==> config.mk <==
export PLATFORM = sky130hd
export DESIGN_NAME = life_grid_engine
export DESIGN_NICKNAME = d
export VERILOG_FILES = /design/src/rtl/life_grid_engine.sv
export SDC_FILE = /design/constraint.sdc
export NUM_CORES = 1
export LEC_CHECK = 0
export CAP_MARGIN = 10
export CORE_UTILIZATION = 65
export DETAILED_ROUTE_END_ITERATION = 8
export GPL_ROUTABILITY_DRIVEN = 0
export PLACE_DENSITY = 0.81
export SLEW_MARGIN = 20
export SYNTH_ARGS = -nofsm -noshare
export SYNTH_HDL_FRONTEND = slang
export SYNTH_SLANG_ARGS = --single-unit
==> constraint.sdc <==
create_clock -name clock -period 10.3 [get_ports clock]
set_input_delay 1.545 -clock clock [delete_from_list [all_inputs] [get_ports clock]]
set_output_delay 1.545 -clock clock [all_outputs]
set_load 0.01 [all_outputs]
==> src/rtl/life_grid_engine.sv <==
// -----------------------------------------------------------------------------
// life_grid_engine
//
// Conway's Game of Life (B3/S23) engine for a ROWS x COLS grid. The whole next
// generation is computed combinationally and committed in a single COMPUTE
// cycle. Each generation is then streamed out serially, cell 0 first, over a
// ready/valid handshake. The grid doubles as the dump shift register: it
// rotates one cell per accepted transfer, so after N transfers it is back in
// its original order.
//
// Parameters
//   ROWS, COLS : grid size (3..16 each), N = ROWS*COLS cells, index r*COLS+c
//   WRAP       : 0 = off-grid cells are dead, 1 = toroidal neighbourhood
//   GEN_W      : width of the generation counter and target
//
// Ports
//   clock, reset          : rising-edge clock, synchronous active-high reset
//   load_en, load_bit     : serial grid load (IDLE only)
//   start, gen_target     : begin a run; target 0 = run until stable/extinct
//   out_ready             : consumer accepts out_bit
//   out_valid, out_bit    : serial dump of the last computed generation
//   busy                  : state is not IDLE
//   gen_count             : generations computed since the last start
//   stable, extinct       : last generation equals predecessor / is all dead
//   state                 : IDLE=00, COMPUTE=01, DUMP=10
// -----------------------------------------------------------------------------
module life_grid_engine #(
    parameter int ROWS  = 5,
    parameter int COLS  = 5,
    parameter int WRAP  = 0,
    parameter int GEN_W = 8
) (
    input  logic             clock,
    input  logic             reset,
    input  logic             load_en,
    input  logic             load_bit,
    input  logic             start,
    input  logic [GEN_W-1:0] gen_target,
    input  logic             out_ready,
    output logic             out_valid,
    output logic             out_bit,
    output logic             busy,
    output logic [GEN_W-1:0] gen_count,
    output logic             stable,
    output logic             extinct,
    output logic [1:0]       state
);

    localparam int N     = ROWS * COLS;
    localparam int CNT_W = $clog2(N + 1);
    localparam logic [CNT_W-1:0] LAST_IDX = CNT_W'(N - 1);

    typedef enum logic [1:0] {
        IDLE    = 2'b00,
        COMPUTE = 2'b01,
        DUMP    = 2'b10
    } state_t;

    state_t           state_q;
    state_t           state_d;
    logic [N-1:0]     grid;
    logic [N-1:0]     next_grid;
    logic [GEN_W-1:0] target_q;
    logic [CNT_W-1:0] dump_cnt;
    logic             last_transfer;
    logic             run_done;
    logic             gen_sat;

    // Per-cell neighbourhood. Each of the 9 taps of the 3x3 window resolves at
    // elaboration time to either a grid index or a constant 0 (the centre tap,
    // and off-grid taps when WRAP is 0), so no runtime modulo logic exists.
    for (genvar r = 0; r < ROWS; r++) begin : g_row
        for (genvar c = 0; c < COLS; c++) begin : g_col
            logic [8:0] nb;
            logic [3:0] cnt;

            for (genvar d = 0; d < 9; d++) begin : g_tap
                localparam int  RR     = r + d / 3 - 1;
                localparam int  CC     = c + d % 3 - 1;
                localparam int  RW     = (RR + ROWS) % ROWS;
                localparam int  CW     = (CC + COLS) % COLS;
                localparam bit  INSIDE = (RR >= 0) && (RR < ROWS) && (CC >= 0) && (CC < COLS);
                localparam int  SRC    = (WRAP != 0) ? (RW * COLS + CW)
                                                     : (INSIDE ? (RR * COLS + CC) : -1);
                if ((d == 4) || (SRC < 0)) begin : g_zero
                    assign nb[d] = 1'b0;
                end else begin : g_live
                    assign nb[d] = grid[SRC];
                end
            end

            always_comb begin
                cnt = 4'd0;
                for (int i = 0; i < 9; i++) begin
                    cnt = cnt + {3'b000, nb[i]};
                end
            end

            // Birth on exactly 3, survival on 2 or 3.
            assign next_grid[r*COLS+c] = (cnt == 4'd3) || (grid[r*COLS+c] && (cnt == 4'd2));
        end
    end

    assign gen_sat       = &gen_count;
    assign last_transfer = out_ready && (dump_cnt == LAST_IDX);

    // A run ends on reaching the latched target, or, with a zero target, once
    // the pattern has settled or died. A saturated counter always ends it.
    assign run_done = gen_sat ||
                      ((target_q != '0) ? (gen_count == target_q) : (stable || extinct));

    always_ff @(posedge clock) begin
        if (reset) begin
            state_q <= IDLE;
        end else begin
            state_q <= state_d;
        end
    end

    always_comb begin
        state_d = state_q;
        case (state_q)
            IDLE:    if (start) state_d = COMPUTE;
            COMPUTE: state_d = DUMP;
            DUMP:    if (last_transfer) state_d = run_done ? IDLE : COMPUTE;
            default: state_d = IDLE;
        endcase
    end

    always_comb begin
        out_valid = (state_q == DUMP);
        out_bit   = (state_q == DUMP) && grid[0];
        busy      = (state_q != IDLE);
        state     = state_q;
    end

    // Grid, counters and flags. In IDLE the grid is a load shift register
    // (start wins and drops a simultaneous load); in DUMP it rotates so cell 0
    // is always the bit on offer.
    always_ff @(posedge clock) begin
        if (reset) begin
            grid      <= '0;
            gen_count <= '0;
            stable    <= 1'b0;
            extinct   <= 1'b0;
            target_q  <= '0;
            dump_cnt  <= '0;
        end else begin
            case (state_q)
                IDLE: begin
                    if (start) begin
                        target_q  <= gen_target;
                        gen_count <= '0;
                        stable    <= 1'b0;
                        extinct   <= 1'b0;
                    end else if (load_en) begin
                        grid <= {load_bit, grid[N-1:1]};
                    end
                end
                COMPUTE: begin
                    grid     <= next_grid;
                    stable   <= (next_grid == grid);
                    extinct  <= (next_grid == '0);
                    dump_cnt <= '0;
                    if (!gen_sat) begin
                        gen_count <= gen_count + GEN_W'(1);
                    end
                end
                DUMP: begin
                    if (out_ready) begin
                        grid     <= {grid[0], grid[N-1:1]};
                        dump_cnt <= last_transfer ? '0 : (dump_cnt + CNT_W'(1));
                    end
                end
                default: begin
                    dump_cnt <= '0;
                end
            endcase
        end
    end

endmodule

; ---- Word level (Yosys, flattened, before mapping)
; Cells that the tools add are included.
[totals]
ff_bits = 50
output_inout_bits = 15
elab_cells = 271
[op_classes]
addsub = 117
n_eq_ne = 61
muxes = 18
bitwise = 1
reduce_logical = 67
[ops]
columns = operator, n
row1 = $add A4 B1 Y4, 55
row2 = $eq A4 B2 Y1 const B, 44
row3 = $mux W25, 3
row4 = $pmux W25 S3, 1
row5 = $add A3 B1 Y4, 18
row6 = $add A2 B1 Y3, 21
row7 = $add A1 B1 Y2, 21
row8 = $logic_and A1 B1 Y1, 27
row9 = $logic_or A1 B1 Y1, 27
row10 = $eq A25 B25 Y1, 1
row11 = $logic_not A25 Y1, 1
row12 = $eq A3 B2 Y1 const B, 6
row13 = $mux W8, 2
row14 = $pmux W8 S2, 1
row15 = $mux W5, 2
row16 = $ne A2 B2 Y1 const B, 5
row17 = $pmux W5 S2, 1
row18 = $add A8 B1 Y8 const B, 1
row19 = $eq A8 B8 Y1, 1
row20 = $reduce_and A2 Y1, 4
row21 = $reduce_and A8 Y1, 1
row22 = $reduce_bool A8 Y1, 1
row23 = $pmux W2 S3, 1
row24 = $add A5 B1 Y5 const B, 1
row25 = other kinds (13), 18

; ---- Longest topological paths before layout
[logic_depth]
ltp_word = 12
mapped_depth = 14
ltp_nobuf = 13

; ---- Worst setup path after synthesis
; Ideal clock, no wire load.
[synth_path]
path_type = reg2reg
from = reg grid[7]
to = reg extinct
setup_time_ns = 0.070
arrival_ns = 4.234
setup_slack_ns = 5.995
stages_incl_launch_ff = 14
path_buffers = 0
synth_period_minus_slack_ns = 4.305
cell_sequence = dfxtp_1 -> inv_1 -> fa_1 -> fa_1 -> fa_1 -> inv_1 -> ha_1 -> fa_1 -> and3b_1 -> o211ai_2 -> o21ai_0 -> or4_1 -> or4_1 -> a21oi_1
[synth_between]
elab_chain_cells = 12
[synth_lines]
columns = item, line
row1 = start: declaration, 61  ; logic [N-1:0] grid;
row2 = start signal: assignment, 157  ; grid <= {load_bit, grid[N-1:1]};
row3 = start signal: assignment, 161  ; grid <= next_grid;
row4 = start signal: assignment, 171  ; grid <= {grid[0], grid[N-1:1]};
row5 = $add A1 B1 Y2, 95  ; cnt = cnt + {3'b000, nb[i]};
row6 = $add A2 B1 Y3, 95
row7 = $add A3 B1 Y4, 95
row8 = $add A4 B1 Y4 (4 in series), 95
row9 = $eq A4 B2 Y1, 100  ; assign next_grid[r*COLS+c] = (cnt == 4'd3) || (grid[r*COLS+c] && (cnt == 4'd2));
row10 = $logic_and A1 B1 Y1, 100
row11 = $logic_or A1 B1 Y1, 100
row12 = $logic_not A25 Y1 (*), 163  ; extinct <= (next_grid == '0);
row13 = $pmux W1 S2 (*), 149  ; case (state_q)
row14 = end signal: assignment, 163
row15 = end: declaration, 45  ; output logic extinct,
; Mark *: on every way between the ends. The rest lies on a longest branch, timed or not.
; A chain may end at the register's enable or synchronous reset.

; ---- Final worst setup path
; Ends and elaborated chain as after synthesis.

==> impl_metrics.prom <==
# TYPE chip_impl_metric gauge
chip_impl_metric{name="achievable-frequency",unit="GHz"} 0.2108
chip_impl_metric{name="synth.avg_cell_area",unit="um^2"} 8.517
chip_impl_metric{name="cts_max_level",unit=""} 2
chip_impl_info{name="synth_area_leader",value="fa_1"} 1
chip_impl_metric{name="antenna_found_initial",unit=""} 1
chip_impl_metric{name="synth_seq_area_share",unit="%"} 18.14
chip_impl_metric{name="gr-total-overflow",unit=""} 0
chip_impl_metric{name="io_pins",unit=""} 29
chip_impl_metric{name="asyncSetResetFlopFracSynth",unit="%"} 0
chip_impl_metric{name="detailed_place_hpwl",unit="mm"} 11.37
chip_impl_metric{name="ff2ff_setup_slack",unit="ns"} 5.56
chip_impl_metric{name="placeable_core_region",unit="um^2"} 8217
chip_impl_metric{name="num_antenna_cells",unit=""} 0
chip_impl_info{name="synth.top_cells.by_area",value="fa_1, dfxtp_1, ha_1, inv_1, nor2_1"} 1
chip_impl_metric{name="wl",unit="mm"} 14.65
chip_impl_metric{name="timing.max_slew.rel_slack",unit="%"} 24.56
chip_impl_metric{name="post_drt_antenna_nets",unit=""} 0
chip_impl_metric{name="yosysWarnings",unit=""} 0
chip_impl_metric{name="tightest_slew",unit="ns"} 1.132
chip_impl_info{name="cts_root_buf",value="clkbuf_8"} 1
chip_impl_metric{name="post_cts.repair.setup_buffers",unit=""} 0
chip_impl_metric{name="rr_worst_depth",unit=""} 13
chip_impl_metric{name="design.final.nets",unit=""} 796
chip_impl_info{name="hold_path.class",value="reg -> reg"} 1
chip_impl_metric{name="fin_worst_skew",unit="ns"} 0.01894
chip_impl_metric{name="die_height",unit="um"} 94.15
chip_impl_metric{name="clk-insertion-delay-late",unit="ns"} 0.33
chip_impl_metric{name="final_min_period_over_clock_period",unit="%"} 46.05
chip_impl_metric{name="number_of_buffers_between_clock_root_and_the_deepest_sink",unit=""} 2
chip_impl_metric{name="area_growth_syn_to_layout",unit="%"} 8.411
chip_impl_metric{name="dieArea",unit="um^2"} 8863
chip_impl_metric{name="routed-via-count",unit=""} 4906
chip_impl_metric{name="postSynthRegisterBits",unit=""} 50
chip_impl_metric{name="mapped_cell_area",unit="um^2"} 5519
chip_impl_metric{name="grt_usage",unit="%"} 35.78
chip_impl_metric{name="firstDrtPassIters",unit=""} 6
chip_impl_info{name="crit_path_end_kind",value="flip-flop"} 1
chip_impl_metric{name="synth_fp_nets",unit=""} 776
chip_impl_info{name="setup.worst_path.start",value="grid[7]"} 1
chip_impl_metric{name="postCtsHoldBufs",unit=""} 0
chip_impl_metric{name="grt_start_max_net_pins",unit=""} 51
chip_impl_metric{name="path_max_fanout",unit=""} 10
chip_impl_metric{name="slew_viol_final",unit=""} 0
chip_impl_metric{name="dr_vias_cell",unit=""} 6.339
chip_impl_metric{name="dr.first_iter.drc_count",unit=""} 396
chip_impl_metric{name="final-setup-viol-count",unit=""} 0
chip_impl_info{name="synth_ff_type",value="dfxtp_1"} 1
chip_impl_metric{name="numClockSinks",unit=""} 50
chip_impl_metric{name="cts_resized",unit=""} 0
chip_impl_metric{name="drv.max_cap_violation_count",unit=""} 0
chip_impl_metric{name="die_width",unit="um"} 94.15
chip_impl_metric{name="yosys_top_cell_area_share",unit="%"} 23.21
chip_impl_metric{name="worstPathRequired",unit="ns"} 10.57
chip_impl_metric{name="number_of_buffers_added_on_ports",unit=""} 28
chip_impl_metric{name="drcViolationCount",unit=""} 0
chip_impl_metric{name="grt_pass1_vias",unit=""} 4961
chip_impl_metric{name="fill_cells",unit=""} 648
chip_impl_info{name="crit-reg2reg-launch",value="grid[7]"} 1
chip_impl_metric{name="row_count",unit=""} 33
chip_impl_metric{name="grt_pass1_wl",unit="mm"} 24.25
chip_impl_metric{name="setup-tns-final",unit="ns"} 0
chip_impl_metric{name="synth-edff-count",unit=""} 0
chip_impl_info{name="start_kind",value="flip-flop"} 1
chip_impl_info{name="timing.rr.end",value="extinct"} 1
chip_impl_metric{name="synthesis.instances",unit=""} 648
chip_impl_metric{name="floorplan.initialDensity",unit="%"} 67.17
chip_impl_metric{name="finalHoldWorstSlack",unit="ns"} 0.4913
chip_impl_metric{name="clkSlewWorstSetupHoldPaths",unit="ns"} 0.12
chip_impl_info{name="timing.setup.critical_path_class",value="reg -> reg"} 1
chip_impl_metric{name="post_synth_num_cell_types",unit=""} 52
chip_impl_metric{name="post_drt_wl_per_cell",unit="um"} 18.92
chip_impl_info{name="tritoncts",value="done"} 1
chip_impl_metric{name="cts-buffers-inserted",unit=""} 5
chip_impl_metric{name="finalHoldViolCount",unit=""} 0
chip_impl_metric{name="drive_gt1_share",unit="%"} 2.093
chip_impl_info{name="setup_repair_after_global_routing_missed_its_margin",value="false"} 1
chip_impl_metric{name="cp_data_arrival_time",unit="ns"} 5.02
chip_impl_metric{name="final_period_minus_worst_setup_slack",unit="ns"} 4.743
chip_impl_info{name="critPathCapture",value="extinct"} 1
chip_impl_info{name="status",value="completed"} 1
## synthesized netlist by cell type (4+ instances only)
master,count
o21ai_0,12
dfxtp_1,50
xnor2_1,5
and3b_1,5
a22oi_1,25
ha_1,50
xor2_1,15
a21oi_1,35
nor4bb_1,10
o22ai_1,6
and2_1,4
nand3_1,6
a211oi_1,26
fa_1,64
inv_1,100
nor2_1,85
nand4_1,12
nand2_1,36
nand2b_1,17
clkbuf_1,16
nor4_1,8
nor2b_1,5
nor3_1,9
a31oi_1,5
## cells by family (layout without fill, tap and decap cells)
family	count (synthesis)	after routing	share of synthesized area, %
AND/OR/NAND/NOR	213	213	19.66
buffers and inverters	117	138	7.980
adder cells (fa/ha/maj)	114	114	34.55
multiplexers	3	3	0.5441
flip-flops	50	50	18.14
AO/OA/AOI/OAI	131	131	15.96
XOR/XNOR	20	20	3.174
## through the flow
step | setup slack, ns | cell area [um^2] | utilization [%] | cells
after floorplan | 5.995 | 5519 | - | 648
after global placement | 5.769 | 5886 | 71.63 | 766
after detailed placement | 5.636 | 5886 | 71.63 | 766
after CTS | 5.605 | 5983 | 72.82 | 774
after global routing | 5.365 | 5983 | 72.82 | 774
final | 5.557 | 5983 | 72.82 | 774
## layer usage
layer,wire length (um),track usage [%],vias to the layer above
met1,5872,44.28,2367
li1,-,-,2259
met4,546,15.00,0
met5,0,0,-
met3,1133,6.230,45
met2,7093,61.11,235
## critical path, cell delays in order (launching register included)
cell and delay, ns:
dfxtp_1 0.66, inv_1 0.26, fa_1 0.59, fa_1 0.44, fa_1 0.49, inv_1 0.04
ha_1 0.20, fa_1 0.42, and3b_1 0.21, o211ai_2 0.23, o21ai_0 0.13, or4_1 0.46
or4_1 0.41, a21oi_1 0.14
## registers in the layout (all words and copies together), names as in the netlist
name,cells
dump_cnt,5
grid,25
gen_count,8
stable,1
target_q,8
state,2
extinct,1
## worst min path at each step
stage | startpoint | to | cells after the start
floorplan | target_q[3] | target_q[3] | 2
global placement | target_q[0] | target_q[0] | 2
detailed placement | target_q[0] | target_q[0] | 2
CTS | target_q[0] | target_q[0] | 2
global route | target_q[4] | target_q[4] | 2
finish | target_q[0] | target_q[0] | 2
## area by class of cell
cell class	count	area (um^2)	area share, %
Clock buffer	5	68.82	1.150
Clock inverter	3	28.78	0.4810
Inverter	100	375.4	6.274
Multi-Input combinational cell	481	4083	68.24
Sequential cell	50	1001	16.73
Tap cell	105	131.4	2.196
Timing Repair Buffer	30	295.3	4.935
## layout by cell type (no fill, tap or decap), drive strengths merged, types with 25 or more instances in the layout
cell           count
inv              101
a211oi            26
ha                50
fa                64
a21oi             35
dfxtp             50
nor2              85
clkdlybuf4s50     28
nand2             36
a22oi             25
Power is not shown: default switching activity piles up to over one toggle a cycle in this logic, so the estimate is an artifact.
